===== config.mk =====
export PLATFORM = sky130hd
export DESIGN_NAME = pipeline_hazard_ctrl
export DESIGN_NICKNAME = d
export VERILOG_FILES = /design/src/rtl/pipeline_hazard_ctrl.sv
export SDC_FILE = /design/constraint.sdc
export NUM_CORES = 1
export LEC_CHECK = 0
export CAP_MARGIN = 20
export CORE_UTILIZATION = 53
export CTS_BUF_LIST = sky130_fd_sc_hd__clkbuf_4 sky130_fd_sc_hd__clkbuf_8
export DETAILED_ROUTE_END_ITERATION = 8
export PLACE_DENSITY = 0.91
export SLEW_MARGIN = 20
export SYNTH_ARGS = -nofsm -noshare
export SYNTH_HDL_FRONTEND = slang
export SYNTH_SLANG_ARGS = --single-unit

===== constraint.sdc =====
create_clock -name clk -period 4.9 [get_ports clk]
set_input_delay 0.735 -clock clk [delete_from_list [all_inputs] [get_ports clk]]
set_output_delay 0.735 -clock clk [all_outputs]
set_load 0.01 [all_outputs]

===== src/rtl/pipeline_hazard_ctrl.sv =====
// Hazard/forwarding controller for the in-order MIPS pipeline. A shadow
// scoreboard tracks in-flight destinations so write addresses need no feedback.
module pipeline_hazard_ctrl #(
    parameter int NUM_STAGES   = 5,
    parameter int REG_AW       = 5,
    parameter int BRANCH_STAGE = 2,
    parameter int FWD_EN       = 1,
    parameter int CNT_W        = 16,
    parameter int DEBUG        = 1
) (
    input  logic                          clk,
    input  logic                          rst,
    input  logic                          id_valid,
    input  logic [REG_AW-1:0]             id_rs_addr,
    input  logic                          id_rs_used,
    input  logic [REG_AW-1:0]             id_rt_addr,
    input  logic                          id_rt_used,
    input  logic                          id_wen,
    input  logic [REG_AW-1:0]             id_waddr,
    input  logic                          id_is_load,
    input  logic                          id_is_branch,
    input  logic                          branch_taken,
    input  logic                          debug_en,
    input  logic                          debug_step,
    output logic [NUM_STAGES-1:0]         stage_en,
    output logic [NUM_STAGES-1:0]         stage_rst,
    output logic [$clog2(NUM_STAGES)-1:0] fwd_a_sel,
    output logic [$clog2(NUM_STAGES)-1:0] fwd_b_sel,
    output logic                          stall,
    output logic                          flush,
    output logic [CNT_W-1:0]              stall_cnt,
    output logic [CNT_W-1:0]              flush_cnt
);

    localparam int SW = $clog2(NUM_STAGES);

    typedef struct packed {
        logic              valid;
        logic              wen;
        logic [REG_AW-1:0] waddr;
        logic              isLoad;
        logic              isBranch;
    } rec_t;

    rec_t r_rec [2:NUM_STAGES-1];
    rec_t w_idRec;

    logic             r_stepPrev;
    logic             w_stepEdge;
    logic             w_hold;
    logic [1:0]       w_match;
    logic [1:0]       w_loadUse;
    logic [1:0]       w_haz;
    logic [1:0]       w_srcUsed;
    logic [REG_AW-1:0] w_srcAddr [2];
    logic [SW-1:0]    w_sel [2];
    logic             w_stallRaw;
    logic             w_flushRaw;
    logic [CNT_W-1:0] r_stallCnt;
    logic [CNT_W-1:0] r_flushCnt;

    assign w_stepEdge = debug_step & ~r_stepPrev;
    assign w_hold     = (DEBUG != 0) & debug_en & ~w_stepEdge;

    assign w_idRec = id_valid ? '{valid: 1'b1, wen: id_wen, waddr: id_waddr,
                                  isLoad: id_is_load, isBranch: id_is_branch} : '0;

    assign w_srcAddr[0] = id_rs_addr;
    assign w_srcAddr[1] = id_rt_addr;
    assign w_srcUsed    = {id_rt_used, id_rs_used};

    // Scan oldest to youngest so the youngest matching producer wins; the
    // last stage writes through the register file and is never a source.
    always_comb begin
        w_match   = '0;
        w_loadUse = '0;
        for (int s = 0; s < 2; s++) begin
            w_sel[s] = '0;
            for (int k = NUM_STAGES - 2; k >= 2; k--) begin
                if (w_srcUsed[s] && (w_srcAddr[s] != '0) && r_rec[k].valid &&
                    r_rec[k].wen && (r_rec[k].waddr == w_srcAddr[s])) begin
                    w_match[s]   = 1'b1;
                    w_sel[s]     = SW'(k);
                    w_loadUse[s] = (k == 2) && r_rec[k].isLoad;
                end
            end
        end
    end

    assign w_haz      = (FWD_EN != 0) ? w_loadUse : w_match;
    assign w_stallRaw = (|w_haz) & id_valid;
    assign w_flushRaw = branch_taken & r_rec[BRANCH_STAGE].valid & r_rec[BRANCH_STAGE].isBranch;

    assign stall     = ~rst & w_stallRaw & ~w_flushRaw;
    assign flush     = ~rst & w_flushRaw;
    assign fwd_a_sel = ((FWD_EN != 0) && !rst) ? w_sel[0] : '0;
    assign fwd_b_sel = ((FWD_EN != 0) && !rst) ? w_sel[1] : '0;

    always_comb begin
        stage_en  = '1;
        stage_rst = '0;
        if (rst) begin
            stage_rst = '1;
        end else if (w_hold) begin
            stage_en = '0;
        end else if (w_flushRaw) begin
            for (int k = 1; k <= BRANCH_STAGE; k++) begin
                stage_rst[k] = 1'b1;
            end
        end else if (w_stallRaw) begin
            stage_en[0]  = 1'b0;
            stage_en[1]  = 1'b0;
            stage_rst[2] = 1'b1;
        end
    end

    // Records follow the same enable/clear controls as the datapath registers.
    always_ff @(posedge clk) begin
        if (rst) begin
            for (int k = 2; k < NUM_STAGES; k++) begin
                r_rec[k] <= '0;
            end
        end else begin
            if (stage_rst[2]) begin
                r_rec[2] <= '0;
            end else if (stage_en[2]) begin
                r_rec[2] <= w_idRec;
            end
            for (int k = 3; k < NUM_STAGES; k++) begin
                if (stage_rst[k]) begin
                    r_rec[k] <= '0;
                end else if (stage_en[k]) begin
                    r_rec[k] <= r_rec[k-1];
                end
            end
        end
    end

    always_ff @(posedge clk) begin
        if (rst) begin
            r_stepPrev <= 1'b0;
        end else begin
            r_stepPrev <= debug_step;
        end
    end

    always_ff @(posedge clk) begin
        if (rst) begin
            r_stallCnt <= '0;
            r_flushCnt <= '0;
        end else begin
            if (stall && !w_hold && (r_stallCnt != '1)) begin
                r_stallCnt <= r_stallCnt + CNT_W'(1);
            end
            if (flush && !w_hold && (r_flushCnt != '1)) begin
                r_flushCnt <= r_flushCnt + CNT_W'(1);
            end
        end
    end

    assign stall_cnt = r_stallCnt;
    assign flush_cnt = r_flushCnt;

endmodule


# Yosys cells after proc, flatten, opt, wreduce, memory -nomap -nowiden
# Memories as Yosys holds them, arrays and structs flattened.
# Index checks and enable logic that the tools add are counted.
# Widths: inputs -> output; s select.
[op_classes]
addsub = 2
n_eq_ne = 6
mux = 49
bitwise_logic = 18
n_reduce_logical = 22
[op_table]
columns = ["op", "n"]
rows = [
  ["$mux 9", 7],
  ["$add 16x1->16 const B", 2],
  ["$ne 16x16->1 const B", 2],
  ["$mux 1", 28],
  ["$eq 5x5->1", 4],
  ["$logic_and 1x1->1", 18],
  ["$mux 2", 9],
  ["$mux 3", 4],
  ["$reduce_bool 5->1", 2],
  ["$and 1x1->1", 8],
  ["$or 1x1->1", 6],
  ["$mux 5", 1],
  ["$not 1->1", 4],
  ["$reduce_or 2->1", 1],
  ["$logic_not 1->1", 1],
]
[totals]
register_bits = 33
ramBits = 27
input_bits = 26
output_inout_bits = 50
mem_count = 1
[mem_list]
columns = ["name", "words", "width", "read_ports", "rd_clocked_by_memory_dff", "write_ports", "line_no", "text"]
rows = [
  ["r_rec", 3, 9, 2, 0, 3, "45", "rec_t r_rec [2:NUM_STAGES-1];"],
]

# Longest topological paths before layout
# Gate-level depths: netlist (run 1).
[logic_depth]
ltp_word = 17
ltp_mapped = 8
ltp_nobuf = 7

# Worst setup path after synthesis (run 1)
# OpenSTA, ideal clock, no wires.
[synth_timing]
kind = "input-to-output"
start = "in id_rt_addr[1]"
end = "out stage_en[1]"
arrival_time_ns = 2.351
path_slack_ns = 1.814
cell_stages = 7
n_path_buf = 1
cell_sequence = "or4_1 -> o21ai_1 -> nor3_2 -> o21a_1 -> and4_1 -> nor2b_1 -> buf_4"
[synth_via]
elab_chain_cells = 12
elab_cells_between_ends = 13
classes_between = "eq/ne (1); mux (5); bitwise (1); reduce/logical (6)"
[synth_rtl]
columns = ["element", "line_no", "text"]
rows = [
  ["start, declared", "16", "input logic [REG_AW-1:0] id_rt_addr,"],
  ["$reduce_bool 5->1", "80", "if (w_srcUsed[s] && (w_srcAddr[s] != '0) && r_rec[k].valid &&"],
  ["$logic_and 1x1->1 (3 in series)", "80", ""],
  ["$logic_and 1x1->1 *", "81", "r_rec[k].wen && (r_rec[k].waddr == w_srcAddr[s])) begin"],
  ["$mux 1 *", "80", ""],
  ["$reduce_or 2->1 *", "91", "assign w_stallRaw = (|w_haz) & id_valid;"],
  ["$and 1x1->1 *", "91", ""],
  ["$mux 2 *", "110", "end else if (w_stallRaw) begin"],
  ["$mux 2 *", "106", "end else if (w_flushRaw) begin"],
  ["$mux 2 *", "104", "end else if (w_hold) begin"],
  ["$mux 5 *", "102", "if (rst) begin"],
  ["end, declared", "25", "output logic [NUM_STAGES-1:0] stage_en,"],
]
# Mark *: on every way between the ends. The rest lies on a longest branch, timed or not.

# Final worst setup path (run 1)
[layout_timing]
start = "in id_rt_addr[1]"
end = "out stage_en[0]"
# The elaborated chain is that of the path after synthesis.

==> flow_summary.ini, run 1 <==
[status]
outcome = completed

[clocking]
cts_tree = built
post-cts-setup-buffer-count = 0
clk_pin_slew_ns = 0.09
clk_latency_ns = 0.29
cts_hold_buf = 0
cts_made_buffers = 5
cts_root_buffer = clkbuf_8
cts.sinks = 49
cts.htree.levels = 2
clockBufferDepth = 2
cts_resized = 0

[worst_setup_path]
arrival_ns = 3.26
path_buf_inv = 2
crit_top_cell = clkdlybuf4s50_1
end_kind = primary output
regToRegSetupSlack_ns = 2.62
startpoint_type = input port
crit_family = simple AND/OR/NAND/NOR gates
worst_path_max_delay_cell = clkdlybuf4s50_1
crit_type = input port to primary output
cp_slowest_stage_delay_ns = 0.57
required_ns = 4.16
path_max_fanout = 5
path_cells = clkdlybuf4s50_1, or4_1, o21ai_1, nor3_2, o21a_1, and4_1, nor2b_1, clkdlybuf4s50_1

[yosys]
syn_inst = 278
synth-xor-area-share_pct = 11.5
ys_top_cells_by_count = dfxtp_1 (33), nor2_1 (22), xnor2_1 (21)
synth-edff-count = 16
synth_top_family_by_area = simple AND/OR/NAND/NOR gates
muxShareOfSynthArea_pct = 0.770
yosys.area_share.simple_pct = 25.6
synth.most_common_cell = dfxtp_1
synth_seq_area_share_pct = 43.9
yosys_warnings = 0
synth_cell_types = 43
synthFlopType = dfxtp_1
ys_top_cells_by_area = dfxtp_1 (25%), edfxtp_1 (18%), xnor2_1 (7.1%), xor2_1 (4.4%), and2_1 (3.6%)
syn_area_um2 = 2600
ys_ff_latch = 49
synth_top_area_share_pct = 25.4
syn-mean-instance-area_um2 = 9.35
synthArstFlopShare_pct = 0
synth_top_cell_by_area = dfxtp_1
synthAdderAreaFrac_pct = 0.963
synth-compound-area-share_pct = 11.7

[die]
die_w_um = 72.0
start_util_pct = 55.0
die_h_um = 72.0
coreArea_um2 = 4720
dieArea_um2 = 5190
io_pins = 76
num_rows = 25

[timing]
fin_skew_ns = 0.00633
finalSetupViolCount = 0
period_needed_ns = 4.00
tightest_slew_ns = 0.790
fin_crit_sh_pct = 81.6
hold_viol = 0
max_clock_freq_mhz = 250
tns_ns = 0
relSlewSlack_pct = 47.2
rsz0062_at_grt = no
drv_slew = 0

[power_and_ir_drop]
powerDensity_nw_per_um2 = 223
power.total_uw = 760
ir_drop_v = 0.000159
p_leak_nw = 1.14

[layout]
area_delta_synth_final_pct = 31.1
nNetsFinal = 372
antenna_cells = 0
drive_above_1_share_pct = 4.64

[routing]
vias_per_cell = 5.55
drt_iter0_drc = 142
remaining_drc_errors = 0
firstDrtPassIters = 4
dr_total_vias = 2285
ant_nets = 0
drt-total-wl_um = 5810
routedWlPerCell_um = 14.1

[placed_design]
io_buffers = 73
dp_hpwl_um = 4400
gp_congestion = 0.839

[global_routing]
grt_first_pass_wirelength_um = 9620
grt_pass1_vias = 2012
track_usage_pct = 23.4
grt-ovfl-total = 0
grt_max_degree = 40
antenna_found_initial = 0

[run]
drv_cap = 0

[min_path]
hold_path_class = flop to flop
[flip-flops by register name (all words and copies together), names as in the netlist]
name	flops
flush_cnt	16
r_rec	16
r_stepPrev	1
stall_cnt	16
[path summary, 6_finish.rpt]
kind / start / to / cells after the start
worst max-delay path: id_rt_addr[1] / stage_en[0] / 8
worst max register to register: r_rec[2][4] / stall_cnt[13] / 6
worst min register to register: stall_cnt[15] / stall_cnt[15] / 2
worst min-delay path: stall_cnt[15] / stall_cnt[15] / 2
[metal layers]
metal	global-route usage (%)	vias to the layer above	share of wire (%)	routed length [um]
li1	-	1129	-	-
met3	3.61	7	4.7	272
met1	33.0	1083	47	2750
met4	6.10	0	0.98	57
met5	0	-	0	0
met2	37.8	66	47	2730
[cell usage in the layout, fill, tap and decap left out, types with 11 or more instances in the layout]
cell,netlist,routed
clkdlybuf4s50_1,0,73
dfxtp_1,33,33
nor2_1,22,22
xnor2_1,21,21
a21oi_1,17,17
edfxtp_1,16,16
nand3_1,15,15
and2_1,15,15
nand4_1,14,14
xor2_1,13,13
nand2_1,12,12
or4_1,11,11
[tightest hold or removal path, delay by kind of cell (launching register included)]
kind | cells | cell delay [ns]
AO/OA/AOI/OAI | 2 | 0.13
flip-flops | 1 | 0.34
[report_power, final]
part / internal, mW / leakage [nW] / total [mW] / switching [mW]
Clock: 0.113 / 0.0496 / 0.242 / 0.129
Sequential: 0.430 / 0.449 / 0.440 / 0.0104
Combinational: 0.0433 / 0.641 / 0.0781 / 0.0348
[cell families (layout without fill, tap and decap cells)]
kind of cell             count (synthesis)  count (layout)
adder cells (fa/ha/maj)                  2               2
multiplexers                             2               2
other                                    1               2
flip-flops                              49              49
AND/OR/NAND/NOR                        118             118
AO/OA/AOI/OAI                           47              47
buffers and inverters                   25              91
XOR/XNOR                                34              34
[metrics by stage]
stage | worst slack (ns) | instances | util [%] | hold WS [ns] | area, um^2
floorplan | 1.81 | 279 | - | 0.508 | 2600
global placement | 1.00 | 404 | 70.2 | 0.490 | 3320
detailed placement | 0.902 | 404 | 70.2 | 0.495 | 3320
CTS | 0.893 | 412 | 72.1 | 0.511 | 3410
global route | 0.815 | 412 | 72.1 | 0.525 | 3410
finish | 0.900 | 412 | 72.1 | 0.510 | 3410
[cell type report]
type | count | area [um^2]
clock buffer | 7 | 83.8
clock inverter | 1 | 6.26
fill | 377 | 1320
inverter | 9 | 35.0
multi-input combinational | 205 | 1320
sequential | 49 | 1140
tap | 67 | 83.8
timing repair buffer | 74 | 738
Note: power is estimated with default switching activity, not from simulation.
==> run 2: changes to the inputs <==
--- a/config.mk
+++ b/config.mk
@@ -6,10 +6,10 @@
 export NUM_CORES = 1
 export LEC_CHECK = 0
 export CAP_MARGIN = 20
-export CORE_UTILIZATION = 53
+export CORE_UTILIZATION = 44
 export CTS_BUF_LIST = sky130_fd_sc_hd__clkbuf_4 sky130_fd_sc_hd__clkbuf_8
 export DETAILED_ROUTE_END_ITERATION = 8
-export PLACE_DENSITY = 0.91
+export PLACE_DENSITY = 0.81
 export SLEW_MARGIN = 20
 export SYNTH_ARGS = -nofsm -noshare
 export SYNTH_HDL_FRONTEND = slang
==> constraint.sdc (replaced) <==
create_clock -name clk -period 3.6 [get_ports clk]
set_input_delay 0.54 -clock clk [delete_from_list [all_inputs] [get_ports clk]]
set_output_delay 0.54 -clock clk [all_outputs]
set_load 0.01 [all_outputs]
==> run 2 against run 1 <==
Core utilization down 9.4 points. Design area up 3.2%. Via count down 0.44%. Wire length up 1.1%. First-iteration DRC count down 11%. Critical path type unchanged. Combinational power up 41%. Die area up 20%. Clock power up 93%. Flip-flop and latch count unchanged. Worst setup slack worse by 0.80 ns. Critical endpoint unchanged. Global-route usage down 3.8 points. Register-to-register slack worse by 1.2 ns.
==> flow_summary.ini, run 2 (synthesized netlist as in run 1, its figures left out) <==
[min_path]
hold_path_class = flop to flop

[routing]
firstDrtPassIters = 4
drt_iter0_drc = 126
ant_nets = 0
dr_total_vias = 2275
remaining_drc_errors = 0
vias_per_cell = 5.37
drt-total-wl_um = 5880
routedWlPerCell_um = 13.9

[layout]
seqCellArea_um2 = 1140
antenna_cells = 0
fillers = 499
area_delta_synth_final_pct = 35.3
final_cell_mix = clkdlybuf4s50_1 (73), dfxtp_1 (33), nor2_1 (22)
instances_no_fill = 424
multiInputGateArea_um2 = 1320
drive_above_1_share_pct = 6.82
nNetsFinal = 379
layout_commonest_cell = clkdlybuf4s50_1

[worst_setup_path]
crit_type = input port to primary output
path_cells = clkdlybuf4s50_1, or4_1, o21ai_1, nor3_2, o21a_1, and4_1, nor2b_2, clkdlybuf4s50_1
arrival_ns = 2.96
worst_path_max_delay_cell = clkdlybuf4s50_1
end_kind = primary output
startpoint_type = input port
crit_top_cell = clkdlybuf4s50_1
path_max_fanout = 3
cp_slowest_stage_delay_ns = 0.56
required_ns = 3.06

[placed_design]
gp_congestion = 0.902
dp.cells = 416
dp_hpwl_um = 4580
io_buffers = 73

[global_routing]
grt-ovfl-total = 0
grt_first_pass_wirelength_um = 9470
antenna_found_initial = 0
grt_max_degree = 40
track_usage_pct = 19.6
grt_pass1_vias = 2052

[clocking]
clk_latency_ns = 0.30
cts_made_buffers = 5
cts_root_buffer = clkbuf_8
cts_tree = built
clockBufferDepth = 2
cts.sinks = 49
cts.htree.levels = 2
clk_pin_slew_ns = 0.09
cts_hold_buf = 0

[timing]
rsz0062_at_grt = no
drv_slew = 0
finalSetupViolCount = 0
hold_viol = 0
tightest_slew_ns = 0.709
fin_skew_ns = 0.00439
max_clock_freq_mhz = 286
tns_ns = 0
relSlewSlack_pct = 52.5
fin_crit_sh_pct = 97.2
period_needed_ns = 3.50

[power_and_ir_drop]
powerDensity_nw_per_um2 = 335
ir_drop_v = 0.000191
p_leak_nw = 1.20

[die]
num_rows = 27
die_w_um = 78.9
start_util_pct = 46.3
coreArea_um2 = 5610
io_pins = 76
dieArea_um2 = 6220
die_h_um = 78.9

[run]
drv_cap = 0

[status]
outcome = completed
[run 2: cell types whose count changed in the layout (fill, tap and decap cells not counted)]
cell       change
buf_4          +7
bufinv_16      +2
clkbuf_4       -2
inv_4          -1
inv_6          +1
nor2b_1        -1
nor2b_2        +1
[run 2: final cells by class]
type / instances / area share (%)
Inverter: 9 / 0.996
Clock buffer: 5 / 1.96
Timing Repair Buffer: 81 / 22.5
Multi-Input combinational cell: 205 / 37.6
Tap cell: 72 / 2.56
Sequential cell: 49 / 32.5
Clock inverter: 3 / 1.96
[run 2: path summary, 6_finish.rpt]
| check | cells past startpoint | slack [ns] | startpoint | endpoint |
|---|---|---|---|---|
| worst min register to register | 2 | 0.52 | stall_cnt[7] | stall_cnt[7] |
| worst min-delay path | 2 | 0.52 | stall_cnt[7] | stall_cnt[7] |
| worst max-delay path | 8 | 0.1 | id_rs_addr[3] | stage_en[0] |
| worst max register to register | 7 | 1.38 | r_rec[2][5] | stall_cnt[15] |
[run 2: repair_timing]
item                                    4_1_cts  5_1_grt
endpoints found under the setup margin        0        2
gates resized for setup                       0        1
buffers inserted                              0        0
endpoints found under the hold margin         0        0
[run 2: routing by layer]
| metal | wire (um) | track usage [%] | share of wire, % | vias to the layer above |
|---|---|---|---|---|
| met2 | 2830 | 33.5 | 48 | 62 |
| li1 | - | - | - | 1143 |
| met5 | 0 | 0 | 0 | - |
| met4 | 100 | 6.36 | 1.7 | 0 |
| met3 | 296 | 4.60 | 5.0 | 10 |
| met1 | 2650 | 24.3 | 45 | 1060 |
[run 2: metrics by stage]
step	total power [mW]	hold WS [ns]	cell area (um^2)	setup WS, ns	utilization (%)
after CTS	1.18	0.520	3510	0.0604	62.7
after floorplan	0.665	0.508	2600	0.904	-
after global routing	1.22	0.543	3520	0.0314	62.7
after detailed placement	0.722	0.507	3380	0.0550	60.2
after global placement	0.718	0.495	3380	0.123	60.2
final	1.18	0.521	3520	0.0991	62.7
[run 2: worst max-delay path, delay by kind of cell]
family	cells	cell delay, ns
and+or+nand+nor	4	0.96
buffers and inverters	2	1.03
AOI/OAI and AO/OA	2	0.43
[run 2: power by group]
group | switching [mW] | internal, mW
clock network | 0.188 | 0.280
registers | 0.0140 | 0.585
logic | 0.0472 | 0.0626
total | 0.249 | 0.927
